`src/rtl/opl3_reg_sequencer.sv`:
```
// Host-side OPL3 register-write sequencer: command FIFO feeding an index/data strobe FSM with us delays and IRQ waits.
// Optional macro OPL_INIT_CLEAR_EN: after reset, writes 0x00 to all 512 register indices before accepting commands.
module opl3_reg_sequencer #(
    parameter int FIFO_DEPTH     = 16,
    parameter int WE_CYCLES      = 2,
    parameter int IDX_DELAY_US   = 4,
    parameter int DAT_DELAY_US   = 23,
    parameter int IRQ_TIMEOUT_US = 65535
) (
    input  logic        clk,
    input  logic        reset,
    input  logic        ce_1us,
    input  logic        cmd_valid,
    output logic        cmd_ready,
    input  logic [18:0] cmd,
    output logic [1:0]  opl_addr,
    output logic [7:0]  opl_dout,
    output logic        opl_we,
    input  logic        opl_irq_n,
    output logic        busy,
    output logic        err_timeout
);
    localparam int AW = $clog2(FIFO_DEPTH);
    localparam logic [15:0] C_WE  = 16'(WE_CYCLES - 1);
    localparam logic [15:0] C_IDX = 16'(IDX_DELAY_US);
    localparam logic [15:0] C_DAT = 16'(DAT_DELAY_US);
    localparam logic [15:0] C_TMO = 16'(IRQ_TIMEOUT_US);

    typedef enum logic [3:0] {
        S_IDLE, S_LOAD, S_IDX_STB, S_IDX_WAIT, S_DAT_STB, S_DAT_WAIT, S_DELAY, S_WAIT_IRQ
`ifdef OPL_INIT_CLEAR_EN
        , S_INIT
`endif
    } state_t;

    state_t      r_state;
    logic [18:0] r_mem [FIFO_DEPTH];
    logic [AW:0] r_wr_ptr, r_rd_ptr;
    logic [1:0]  r_op;
    logic        r_bank;
    logic [7:0]  r_reg, r_dat;
    logic [15:0] r_cnt;
    logic [1:0]  r_addr;
    logic [7:0]  r_dout;
    logic        r_we, r_err;
    logic        w_empty, w_full, w_push, w_wait_done, w_init_block;

`ifdef OPL_INIT_CLEAR_EN
    logic        r_init_run;
    logic [8:0]  r_init_idx;
    assign w_init_block = r_init_run;
`else
    assign w_init_block = 1'b0;
`endif

    assign w_empty = (r_wr_ptr == r_rd_ptr);
    assign w_full  = (r_wr_ptr[AW] != r_rd_ptr[AW]) && (r_wr_ptr[AW-1:0] == r_rd_ptr[AW-1:0]);
    assign w_push  = cmd_valid && cmd_ready;
    // A zero count finishes in one clk; otherwise the final ce_1us pulse ends the wait.
    assign w_wait_done = (r_cnt == 16'd0) || (ce_1us && (r_cnt == 16'd1));

    assign cmd_ready   = !w_full && !w_init_block;
    assign busy        = !w_empty || (r_state != S_IDLE) || w_init_block;
    assign opl_addr    = r_addr;
    assign opl_dout    = r_dout;
    assign opl_we      = r_we;
    assign err_timeout = r_err;

    always_ff @(posedge clk or posedge reset) begin
        if (reset)       r_wr_ptr <= '0;
        else if (w_push) r_wr_ptr <= r_wr_ptr + {{AW{1'b0}}, 1'b1};
    end

    always_ff @(posedge clk) begin
        if (w_push) r_mem[r_wr_ptr[AW-1:0]] <= cmd;
    end

    always_ff @(posedge clk or posedge reset) begin
        if (reset) begin
`ifdef OPL_INIT_CLEAR_EN
            r_state    <= S_INIT;
            r_init_run <= 1'b1;
            r_init_idx <= '0;
`else
            r_state    <= S_IDLE;
`endif
            r_rd_ptr <= '0;
            r_op     <= '0;
            r_bank   <= 1'b0;
            r_reg    <= '0;
            r_dat    <= '0;
            r_cnt    <= '0;
            r_addr   <= '0;
            r_dout   <= '0;
            r_we     <= 1'b0;
            r_err    <= 1'b0;
        end else begin
            case (r_state)
                S_IDLE: if (!w_empty) begin
                    {r_op, r_bank, r_reg, r_dat} <= r_mem[r_rd_ptr[AW-1:0]];
                    r_rd_ptr <= r_rd_ptr + {{AW{1'b0}}, 1'b1};
                    r_state  <= S_LOAD;
                end
                S_LOAD: case (r_op)
                    2'd0: begin
                        r_addr  <= {r_bank, 1'b0};
                        r_dout  <= r_reg;
                        r_we    <= 1'b1;
                        r_cnt   <= C_WE;
                        r_state <= S_IDX_STB;
                    end
                    2'd1: begin
                        r_cnt   <= {r_reg, r_dat};
                        r_state <= S_DELAY;
                    end
                    2'd2: begin
                        r_cnt   <= C_TMO;
                        r_state <= S_WAIT_IRQ;
                    end
                    default: r_state <= S_IDLE;
                endcase
                S_IDX_STB: if (r_cnt == 16'd0) begin
                    r_we    <= 1'b0;
                    r_cnt   <= C_IDX;
                    r_state <= S_IDX_WAIT;
                end else begin
                    r_cnt <= r_cnt - 16'd1;
                end
                S_IDX_WAIT: if (w_wait_done) begin
                    r_addr  <= {r_bank, 1'b1};
                    r_dout  <= r_dat;
                    r_we    <= 1'b1;
                    r_cnt   <= C_WE;
                    r_state <= S_DAT_STB;
                end else if (ce_1us) begin
                    r_cnt <= r_cnt - 16'd1;
                end
                S_DAT_STB: if (r_cnt == 16'd0) begin
                    r_we    <= 1'b0;
                    r_cnt   <= C_DAT;
                    r_state <= S_DAT_WAIT;
                end else begin
                    r_cnt <= r_cnt - 16'd1;
                end
                S_DAT_WAIT: if (w_wait_done) begin
`ifdef OPL_INIT_CLEAR_EN
                    if (r_init_run && (r_init_idx != 9'h1FF)) begin
                        r_init_idx <= r_init_idx + 9'd1;
                        r_state    <= S_INIT;
                    end else begin
                        r_init_run <= 1'b0;
                        r_state    <= S_IDLE;
                    end
`else
                    r_state <= S_IDLE;
`endif
                end else if (ce_1us) begin
                    r_cnt <= r_cnt - 16'd1;
                end
                S_DELAY: if (w_wait_done) r_state <= S_IDLE;
                         else if (ce_1us) r_cnt <= r_cnt - 16'd1;
                // IRQ wins over a timeout expiring in the same clk; the flag reset is reg 0x04 <- 0x80.
                S_WAIT_IRQ: if (!opl_irq_n) begin
                    r_bank  <= 1'b0;
                    r_reg   <= 8'h04;
                    r_dat   <= 8'h80;
                    r_addr  <= 2'b00;
                    r_dout  <= 8'h04;
                    r_we    <= 1'b1;
                    r_cnt   <= C_WE;
                    r_state <= S_IDX_STB;
                end else if (w_wait_done) begin
                    r_err   <= 1'b1;
                    r_state <= S_IDLE;
                end else if (ce_1us) begin
                    r_cnt <= r_cnt - 16'd1;
                end
`ifdef OPL_INIT_CLEAR_EN
                S_INIT: begin
                    r_bank  <= r_init_idx[8];
                    r_reg   <= r_init_idx[7:0];
                    r_dat   <= 8'h00;
                    r_addr  <= {r_init_idx[8], 1'b0};
                    r_dout  <= r_init_idx[7:0];
                    r_we    <= 1'b1;
                    r_cnt   <= C_WE;
                    r_state <= S_IDX_STB;
                end
`endif
                default: r_state <= S_IDLE;
            endcase
        end
    end
endmodule

```
`config.mk`:
```
export PLATFORM = sky130hd
export DESIGN_NAME = opl3_reg_sequencer
export DESIGN_NICKNAME = d
export VERILOG_FILES = /design/src/rtl/opl3_reg_sequencer.sv
export SDC_FILE = /design/constraint.sdc
export NUM_CORES = 1
export LEC_CHECK = 0
export ABC_AREA = 1
export BUFFER_PORTS_ARGS = -buffer_cell sky130_fd_sc_hd__buf_2
export CAP_MARGIN = 15
export CORE_ASPECT_RATIO = 1.5
export CORE_MARGIN = 3
export CORE_UTILIZATION = 45
export DETAILED_ROUTE_END_ITERATION = 8
export GPL_TIMING_DRIVEN = 0
export PLACE_DENSITY_LB_ADDON = 0.08
export SLEW_MARGIN = 15
export SYNTH_ARGS = -nofsm -noshare
export SYNTH_HDL_FRONTEND = slang
export SYNTH_SLANG_ARGS = --single-unit
```
`constraint.sdc`:
```
create_clock -name clk -period 3.09 [get_ports clk]
set_clock_uncertainty 0.1 [all_clocks]
set_input_delay 0.618 -clock clk [delete_from_list [all_inputs] [get_ports clk]]
set_output_delay 0.618 -clock clk [all_outputs]
set_load 0.03 [all_outputs]
```
==> reports/metrics.yaml, run 1 <==
global_routing:
  grt_max_degree: 43
  grt_pass1_wl_um: 68200
  grt_pass1_vias: 11100
  overflow: 0
  antenna_found_initial: 0
  grt_usage_pct: 24.3
cts:
  cts_buffer_depth: 3
  clk_pin_slew_ns: 0.06
  cts_tree: "done"
  cts_setup_buffers: 0
  cts.sinks: 365
  post_cts_resize_count: 0
  cts_buffers: 37
  clock-root-buffer: "clkbuf_16"
  cts_max_level: 2
  cts_hold_buffers: 1
  insertion_delay_ns: 0.53
setup_path:
  crit_required_ns: 3.15
  slowest_stage: "nor2_4"
  path_common_cell: "nand2_2"
  cp-start-kind: "flip-flop"
  critPathMaxStageDelay_ns: 0.71
  critPathArrivalTime_ns: 2.81
  crit_type: "reg -> reg"
  path_max_fanout: 19
  path_cells: "buf_6 > xor2_1 > nor2_1 > and2_4 > nand2_2 > nand2_2 > inv_2 > nand2_1 > nor2_4"
  cp-end-kind: "flip-flop"
  worstSetupStartpoint: "r_rd_ptr[0]$_DFFE_PP0P_"
  r2r_start: "r_rd_ptr[0]$_DFFE_PP0P_"
logic_synthesis:
  yosys_warnings: 0
  syn_inst: 1457
  synthFlopType: "edfxtp_1"
  syn_area_sq_mm: 0.0159
  synth_top_area_share_pct: 57.3
  post-synth-top-area-cell: "edfxtp_1"
  syn_nets: 1493
  synth.avg_cell_area_sq_um: 10.9
  synth_edf_count: 304
  synthTopCellsByArea: "edfxtp_1 57%, dfrtp_1 9.6%, o21ai_0 6.0%"
  ys_seq_area_share_pct: 66.9
  ys_top_cells_by_count: "304 x edfxtp_1, 242 x nor2_1, 221 x nand2_1"
  synthDistinctLibCells: 43
  synthArstFlopShare_pct: 16.7
  yosysMostFrequentCell: "edfxtp_1"
  ys_ff_latch: 365
floorplanning:
  dieArea_sq_mm: 0.0377
  die_width_um: 160
  die_y_um: 236
  core_sq_mm: 0.0346
  start_util_pct: 46.1
  rows: 83
  boundaryPins: 38
sta:
  hold_violations: 0
  period_share_pct: 88.9
  maxSlewViolCount: 0
  worst-slew-pin-transition_ns: 1.06
  max_freq_mhz: 364
  rsz0062_at_grt: "false"
  period_minus_slack_ns: 2.75
  max_slew_margin_pct: 29.4
  final-setup-viol-count: 0
detailed_routing:
  dr.first_iter.drc_count: 862
  vias_per_cell: 5.44
  ant_nets: 0
  wl_um: 46300
  wl_per_cell_um: 22.7
  dr.pass1.iters: 5
  routed-via-count: 11100
  drc: 0
status:
  outcome: "complete, no violations"
pwr:
  ir_drop_uv: 520
  powerDensity_mw_per_mm2: 991
  total_power_mw: 18.0
  cellLeakagePower_nw: 6.68
layout:
  num_antenna_cells: 0
  syn2layout_area_growth_pct: 14.1
  fin_util_pct: 52.6
  largest_reg_flops: 304
  drive_gt1_share_pct: 13.0
  fin_cells: 2035
  nets: 1577
job:
  cap_violations: 0
placement:
  dpl.hpwl_um: 32200
  dp_cells: 1968
  gp_congestion: 0.918
  portBuffers: 37
worst_hold_path:
  hold_path_class: "in -> reg"
  hp-start: "opl_irq_n"
[through the flow]
step	cell area (sq um)	setup slack [ns]	hold slack, ns	TNS (ns)
after floorplan	15900	0.386	0.362	0
after global placement	16700	-0.673	0.358	-150.28
after detailed placement	16900	0.327	0.364	0
after CTS	18200	0.325	0.311	0
after global routing	18200	0.170	0.344	0
final	18200	0.342	0.325	0
[layout make-up]
class / instances / area (sq um)
clock buffers: 45 / 998
inverters: 93 / 354
well taps: 467 / 584
fillers: 3153 / 16400
multi-input cells: 926 / 4670
plain buffers: 73 / 350
flip-flops and latches: 365 / 10700
repair buffers: 45 / 323
clock inverters: 21 / 239
[report_power, final]
group,switching [mW],total [mW],internal [mW]
logic,4.98,6.92,1.94
clock network,1.90,4.63,2.73
registers,0.351,6.46,6.11
total,7.23,18.0,10.8
[cell families after synthesis]
| logic type | share of synthesized area (%) |
|---|---|
| adder cells (fa/ha/maj) | 0.942 |
| AO/OA/AOI/OAI | 12.3 |
| other | 0.0235 |
| buffers and inverters | 4.41 |
| AND/OR/NAND/NOR | 14.6 |
| flip-flops | 66.9 |
| XOR/XNOR | 0.770 |
[worst max-delay path, delay by kind of cell, from the launching register on]
family,cells,cell delay [ns]
XOR/XNOR,1,0.15
buffers and inverters,2,0.34
flip-flops,1,0.40
AND/OR/NAND/NOR,6,1.35
[cell usage in the layout (no fill, tap or decap), types with 3 or more instances in the layout]
master and n:
nand2_4 4, o211ai_1 42, o21ai_0 191, nand4_1 3
o22ai_1 45, ha_1 12, bufinv_16 5, edfxtp_1 304
xor2_1 12, a21oi_1 13, nand2_2 9, clkinv_2 6
dfrtp_1 61, clkinv_1 6, nor2_1 227, buf_4 3
buf_2 59, nand3_1 59, clkinvlp_4 3, buf_6 7
o21ai_2 13, nand2_1 221, clkbuf_16 39, o21bai_1 5
nor2_4 17, inv_1 77, o21ai_1 22, a31oi_1 3
inv_2 13, clkbuf_1 46, buf_1 3, nor2_2 11
[path summary, 6_finish.rpt]
check | endpoint | slack, ns | cells past startpoint
worst max-delay path | r_mem[13][12]$_DFFE_PP_ | 0.34 | 9
worst min-delay path | err_timeout$_DFFE_PP0P_ | 0.33 | 3
worst max register to register | r_mem[13][12]$_DFFE_PP_ | 0.34 | 9
worst min register to register | err_timeout$_DFFE_PP0P_ | 0.38 | 1
max in group asynchronous | r_op[1]$_DFFE_PP0P_ | 1.87 | 4
min in group asynchronous | r_cnt[12]$_DFFE_PP0P_ | 0.49 | 3
[layer usage]
layer,global-route usage (%),wire (um)
met4,9.72,1830
met2,46.7,25200
met3,3.23,1980
met1,26.6,17200
met5,0,0
Power figures use the tool's default switching activity.
==> run 2: changes to the inputs <==
- CTS_CLUSTER_DIAMETER: default -> 40
- RECOVER_POWER: default -> 25
==> run 2 against run 1 <==
Compared with the run above:
- total power up 2.7%
- sequential share of layout area decreased by 0.59 points
- utilization up 0.54 points
- register-to-register slack about the same
- wire length increased by 0.29%
- final area is 1.0% higher
- non-clock buffer count unchanged
- clock power increased by 11%
- final cell count is 0.59% higher
- maximum frequency about the same
- sequential power about the same
- clock-buffer cell count is 1 higher
- critical path type unchanged
- critical endpoint is now r_mem[9][0]$_DFFE_PP_
==> reports/metrics.yaml, run 2 (synthesis results as in run 1) <==
global_routing:
  antenna_found_initial: 0
  grt_usage_pct: 24.2
  grt_pass1_wl_um: 68200
  grt_max_degree: 43
  grt_pass1_vias: 11100
  overflow: 0
sta:
  period_minus_slack_ns: 2.75
  rsz0062_at_grt: "false"
  setup_tns_ns: 0
  maxSlewViolCount: 0
  worst-slew-pin-transition_ns: 1.08
  final-setup-viol-count: 0
  hold_violations: 0
  max_freq_mhz: 364
  max_slew_margin_pct: 27.5
  period_share_pct: 88.9
pwr:
  cellLeakagePower_nw: 6.74
  powerDensity_mw_per_mm2: 1010
  ir_drop_uv: 588
floorplanning:
  start_util_pct: 46.1
  die_y_um: 236
  rows: 83
  dieArea_sq_mm: 0.0377
  die_width_um: 160
  core_sq_mm: 0.0346
  boundaryPins: 38
detailed_routing:
  ant_nets: 0
  routed-via-count: 11100
  dr.first_iter.drc_count: 910
  drc: 0
  wl_per_cell_um: 22.7
  wl_um: 46400
  vias_per_cell: 5.43
  dr.pass1.iters: 5
cts:
  cts_max_level: 2
  clock-root-buffer: "clkbuf_16"
  cts.sinks: 365
  post_cts_resize_count: 0
  cts_buffer_depth: 3
  cts_hold_buffers: 1
  cts_tree: "done"
  cts_buffers: 42
  clk_pin_slew_ns: 0.06
  insertion_delay_ns: 0.56
  cts_setup_buffers: 0
job:
  cap_violations: 0
layout:
  syn2layout_area_growth_pct: 15.3
  fin_cells: 2047
  multi_input_area_sq_mm: 0.00467
  nets: 1582
  num_antenna_cells: 0
  nFillCells: 3150
  mostFrequentLayoutCells: "304 x edfxtp_1, 227 x nor2_1, 221 x nand2_1, 191 x o21ai_0, 77 x inv_1"
  largest_reg_flops: 304
  final_common_cell: "edfxtp_1"
  regArea_sq_mm: 0.0107
  drive_gt1_share_pct: 12.9
placement:
  dp_cells: 1968
  dpl.hpwl_um: 32200
  gp_congestion: 0.918
  portBuffers: 37
setup_path:
  r2r_start: "r_rd_ptr[0]$_DFFE_PP0P_"
  crit_required_ns: 3.16
  reg2reg_slack_ns: 0.34
  crit_type: "reg -> reg"
  cp-start-kind: "flip-flop"
  r2r_end: "r_mem[9][0]$_DFFE_PP_"
  cp-end-kind: "flip-flop"
  path_max_fanout: 19
  ff2ff_path_depth: 9
  critPathArrivalTime_ns: 2.81
status:
  outcome: "complete, no violations"
worst_hold_path:
  min_path_cells: 3
  hold_path_class: "in -> reg"
  holdPathEnd: "err_timeout$_DFFE_PP0P_"
  hp-start: "opl_irq_n"
-- run 2: worst max-delay path by stage --
stage                            start                      end  slack, ns  depth (start not counted)
2_1_floorplan  r_rd_ptr[0]$_DFFE_PP0P_   r_mem[11][0]$_DFFE_PP_       0.39                          9
3_3_place_gp   r_rd_ptr[0]$_DFFE_PP0P_  r_mem[14][12]$_DFFE_PP_      -0.67                          9
3_5_place_dp   r_rd_ptr[0]$_DFFE_PP0P_   r_mem[12][8]$_DFFE_PP_       0.33                          9
4_1_cts        r_rd_ptr[0]$_DFFE_PP0P_    r_mem[9][0]$_DFFE_PP_       0.32                          9
5_1_grt        r_rd_ptr[0]$_DFFE_PP0P_   r_mem[13][0]$_DFFE_PP_       0.19                          9
6_report       r_rd_ptr[0]$_DFFE_PP0P_    r_mem[9][0]$_DFFE_PP_       0.34                          9
-- run 2: power breakdown --
part | total, mW | leakage, nW | switching (mW) | internal [mW]
combinational | 6.92 | 2.54 | 4.98 | 1.94
clock | 5.13 | 0.690 | 2.08 | 3.04
sequential | 6.47 | 3.51 | 0.352 | 6.12
-- run 2: critical path: stages (launching register included) --
cell     delay (ns)
dfrtp_1        0.40
buf_6          0.21
xor2_1         0.15
nor2_1         0.07
and2_4         0.17
nand2_2        0.06
nand2_2        0.10
inv_2          0.12
nand2_1        0.24
nor2_4         0.72
-- run 2: cell type report --
cell class | count | share of cell area (%)
multi-input combinational | 926 | 25.4
sequential | 365 | 58.0
timing repair buffer | 45 | 1.67
inverter | 93 | 1.93
clock inverter | 32 | 2.03
buffer | 73 | 1.91
clock buffer | 46 | 5.81
tap | 467 | 3.18
-- run 2: metrics by stage --
stage | total power, mW | utilization, % | setup WS, ns | area (sq um) | hold WS, ns
2_1_floorplan | 10.9 | - | 0.386 | 15900 | 0.362
3_3_place_gp | 13.3 | 48.3 | -0.673 | 16700 | 0.358
3_5_place_dp | 13.5 | 49.0 | 0.327 | 16900 | 0.364
4_1_cts | 18.6 | 53.1 | 0.323 | 18400 | 0.310
5_1_grt | 19.5 | 53.1 | 0.191 | 18400 | 0.337
6_report | 18.5 | 53.1 | 0.344 | 18400 | 0.328
-- run 2: metal layers --
| metal | vias up | wire length [um] | track usage (%) |
|---|---|---|---|
| met1 | 5447 | 17200 | 26.5 |
| met3 | 99 | 2020 | 3.41 |
| met4 | 0 | 1840 | 9.72 |
| met5 | - | 0 | 0 |
| li1 | 5272 | - | - |
| met2 | 305 | 25300 | 46.6 |
==> run 3: changes to the inputs <==
- CORE_MARGIN: 3 -> 10
==> run 3 against run 2 <==
Compared with the run above:
- non-clock buffer count shrank 4
- critical path type unchanged
- total power shrank 0.28%
- highest routed layer unchanged
- final cell count is essentially flat
- worst hold slack lost 0.013 ns
- clock-buffer cell count grew 4
==> reports/metrics.yaml, run 3 (synthesis results as in run 1) <==
status:
  outcome: "complete, no violations"
layout:
  nets: 1578
  nFillCells: 3106
  num_antenna_cells: 0
  final_common_cell: "edfxtp_1"
  syn2layout_area_growth_pct: 14.9
  fin_cells: 2048
  largest_reg_flops: 304
  drive_gt1_share_pct: 12.5
  fin_util_pct: 52.3
  mostFrequentLayoutCells: "304 x edfxtp_1, 227 x nor2_1, 221 x nand2_1, 191 x o21ai_0, 77 x inv_1"
sta:
  max_slew_margin_pct: 33.1
  final-setup-viol-count: 0
  max_freq_mhz: 362
  finalHoldWorstSlack_ns: 0.316
  rsz0062_at_grt: "false"
  setup_tns_ns: 0
  hold_violations: 0
  worst-slew-pin-transition_ns: 1.00
  period_minus_slack_ns: 2.76
  period_share_pct: 89.3
  maxSlewViolCount: 0
cts:
  clk_pin_slew_ns: 0.06
  clock-root-buffer: "clkbuf_16"
  cts_tree: "done"
  cts_buffer_depth: 3
  cts_setup_buffers: 0
  cts_max_level: 2
  cts.sinks: 365
  insertion_delay_ns: 0.55
  post_cts_resize_count: 0
  cts_hold_buffers: 1
  cts_buffers: 42
global_routing:
  grt_pass1_vias: 11200
  grt_usage_pct: 21.1
  overflow: 0
  grt_pass1_wl_um: 69500
  antenna_found_initial: 0
  grt_max_degree: 37
pwr:
  power_frac_comb_pct: 37.5
  power.internal_mw: 11.1
  seq_power_share_pct: 35.1
  p_sw_mw: 7.40
  power_frac_clock_pct: 27.4
  ir_drop_uv: 558
  cellLeakagePower_nw: 6.70
  powerDensity_mw_per_mm2: 1010
  swShare_pct: 40.1
  total_power_mw: 18.5
setup_path:
  critPathMaxStageDelay_ns: 0.71
  slowest_stage: "nor2_4"
  timing.critical_path.depth: 9
  crit_required_ns: 3.16
  path_max_fanout: 19
  critPathTopFamily: "simple AND/OR/NAND/NOR gates"
  path_buf_inv: 2
  critPathArrivalTime_ns: 2.83
  path_common_cell: "nand2_2"
  cp-start-kind: "flip-flop"
  ff2ff_path_depth: 9
  cp-end-kind: "flip-flop"
  path_cells: "buf_6 > xor2_1 > nor2_1 > and2_4 > nand2_2 > nand2_2 > inv_2 > nand2_1 > nor2_4"
  crit_type: "reg -> reg"
detailed_routing:
  routed-via-count: 11200
  wl_um: 46400
  vias_per_cell: 5.45
  dr.pass1.iters: 5
  wl_per_cell_um: 22.7
  drc: 0
  dr.first_iter.drc_count: 949
  met1_length_um: 17300
  route.met2.wl_um: 25000
  met3WireLength_um: 1990
  highest_layer: "met4"
  ant_nets: 0
placement:
  gp_congestion: 0.880
  dpl.hpwl_um: 32000
  portBuffers: 37
  dp_cells: 1970
floorplanning:
  dieArea_sq_mm: 0.0435
  core_sq_mm: 0.0350
  boundaryPins: 38
  start_util_pct: 45.5
  die_y_um: 250
  rows: 84
  die_width_um: 174
worst_hold_path:
  min_path_cells: 3
  hold_path_class: "in -> reg"
job:
  cap_violations: 0
[run 3: changes by cell type in the layout (fill, tap and decap cells not counted), sizes merged]
cell,change
bufinv,-1
clkinv,-3
clkinvlp,-1
clkbuf,+4
buf,-4
[run 3: stage by stage]
| step | instance area [sq um] | setup WS, ns |
|---|---|---|
| detailed placement | 16900 | 0.316 |
| CTS | 18300 | 0.312 |
| global route | 18300 | 0.171 |
| floorplan | 15900 | 0.386 |
| global placement | 16700 | -0.670 |
| finish | 18300 | 0.329 |
[run 3: layer usage]
metal  up-vias  global-route usage [%]
met3       102                    2.64
met1      5465                    23.1
met4         0                    10.1
met5         -                       0
li1       5269                       -
met2       316                    39.3
[run 3: layout make-up]
cell class                      count  area, sq um  area share [%]
Buffer                             73          350            1.91
Clock buffer                       50         1100            6.02
Clock inverter                     27          308            1.68
Inverter                           93          354            1.93
Multi-Input combinational cell    926         4690            25.6
Sequential cell                   365        10700            58.2
Tap cell                          473          592            3.23
Timing Repair Buffer               41          254            1.39
[run 3: final timing paths]
kind / startpoint / slack (ns) / end
max: r_rd_ptr[0]$_DFFE_PP0P_ / 0.33 / r_mem[14][13]$_DFFE_PP_
min: opl_irq_n / 0.32 / err_timeout$_DFFE_PP0P_
max reg2reg: r_rd_ptr[0]$_DFFE_PP0P_ / 0.33 / r_mem[14][13]$_DFFE_PP_
min reg2reg: err_timeout$_DFFE_PP0P_ / 0.37 / err_timeout$_DFFE_PP0P_
max in group asynchronous: reset / 1.85 / r_op[1]$_DFFE_PP0P_
min in group asynchronous: reset / 0.50 / r_cnt[14]$_DFFE_PP0P_
[run 3: worst min-delay path, stage by stage]
cell and delay [ns]:
buf_2 0.12, nand2_1 0.09, o21bai_1 0.07
[run 3: power groups by stage]
stage	registers, mW	logic [mW]	clock network [mW]
floorplan	6.58	4.32	0
global placement	6.57	6.75	0
detailed placement	6.56	6.93	0
CTS	6.47	6.97	5.13
global route	6.54	7.66	5.32
finish	6.47	6.92	5.06
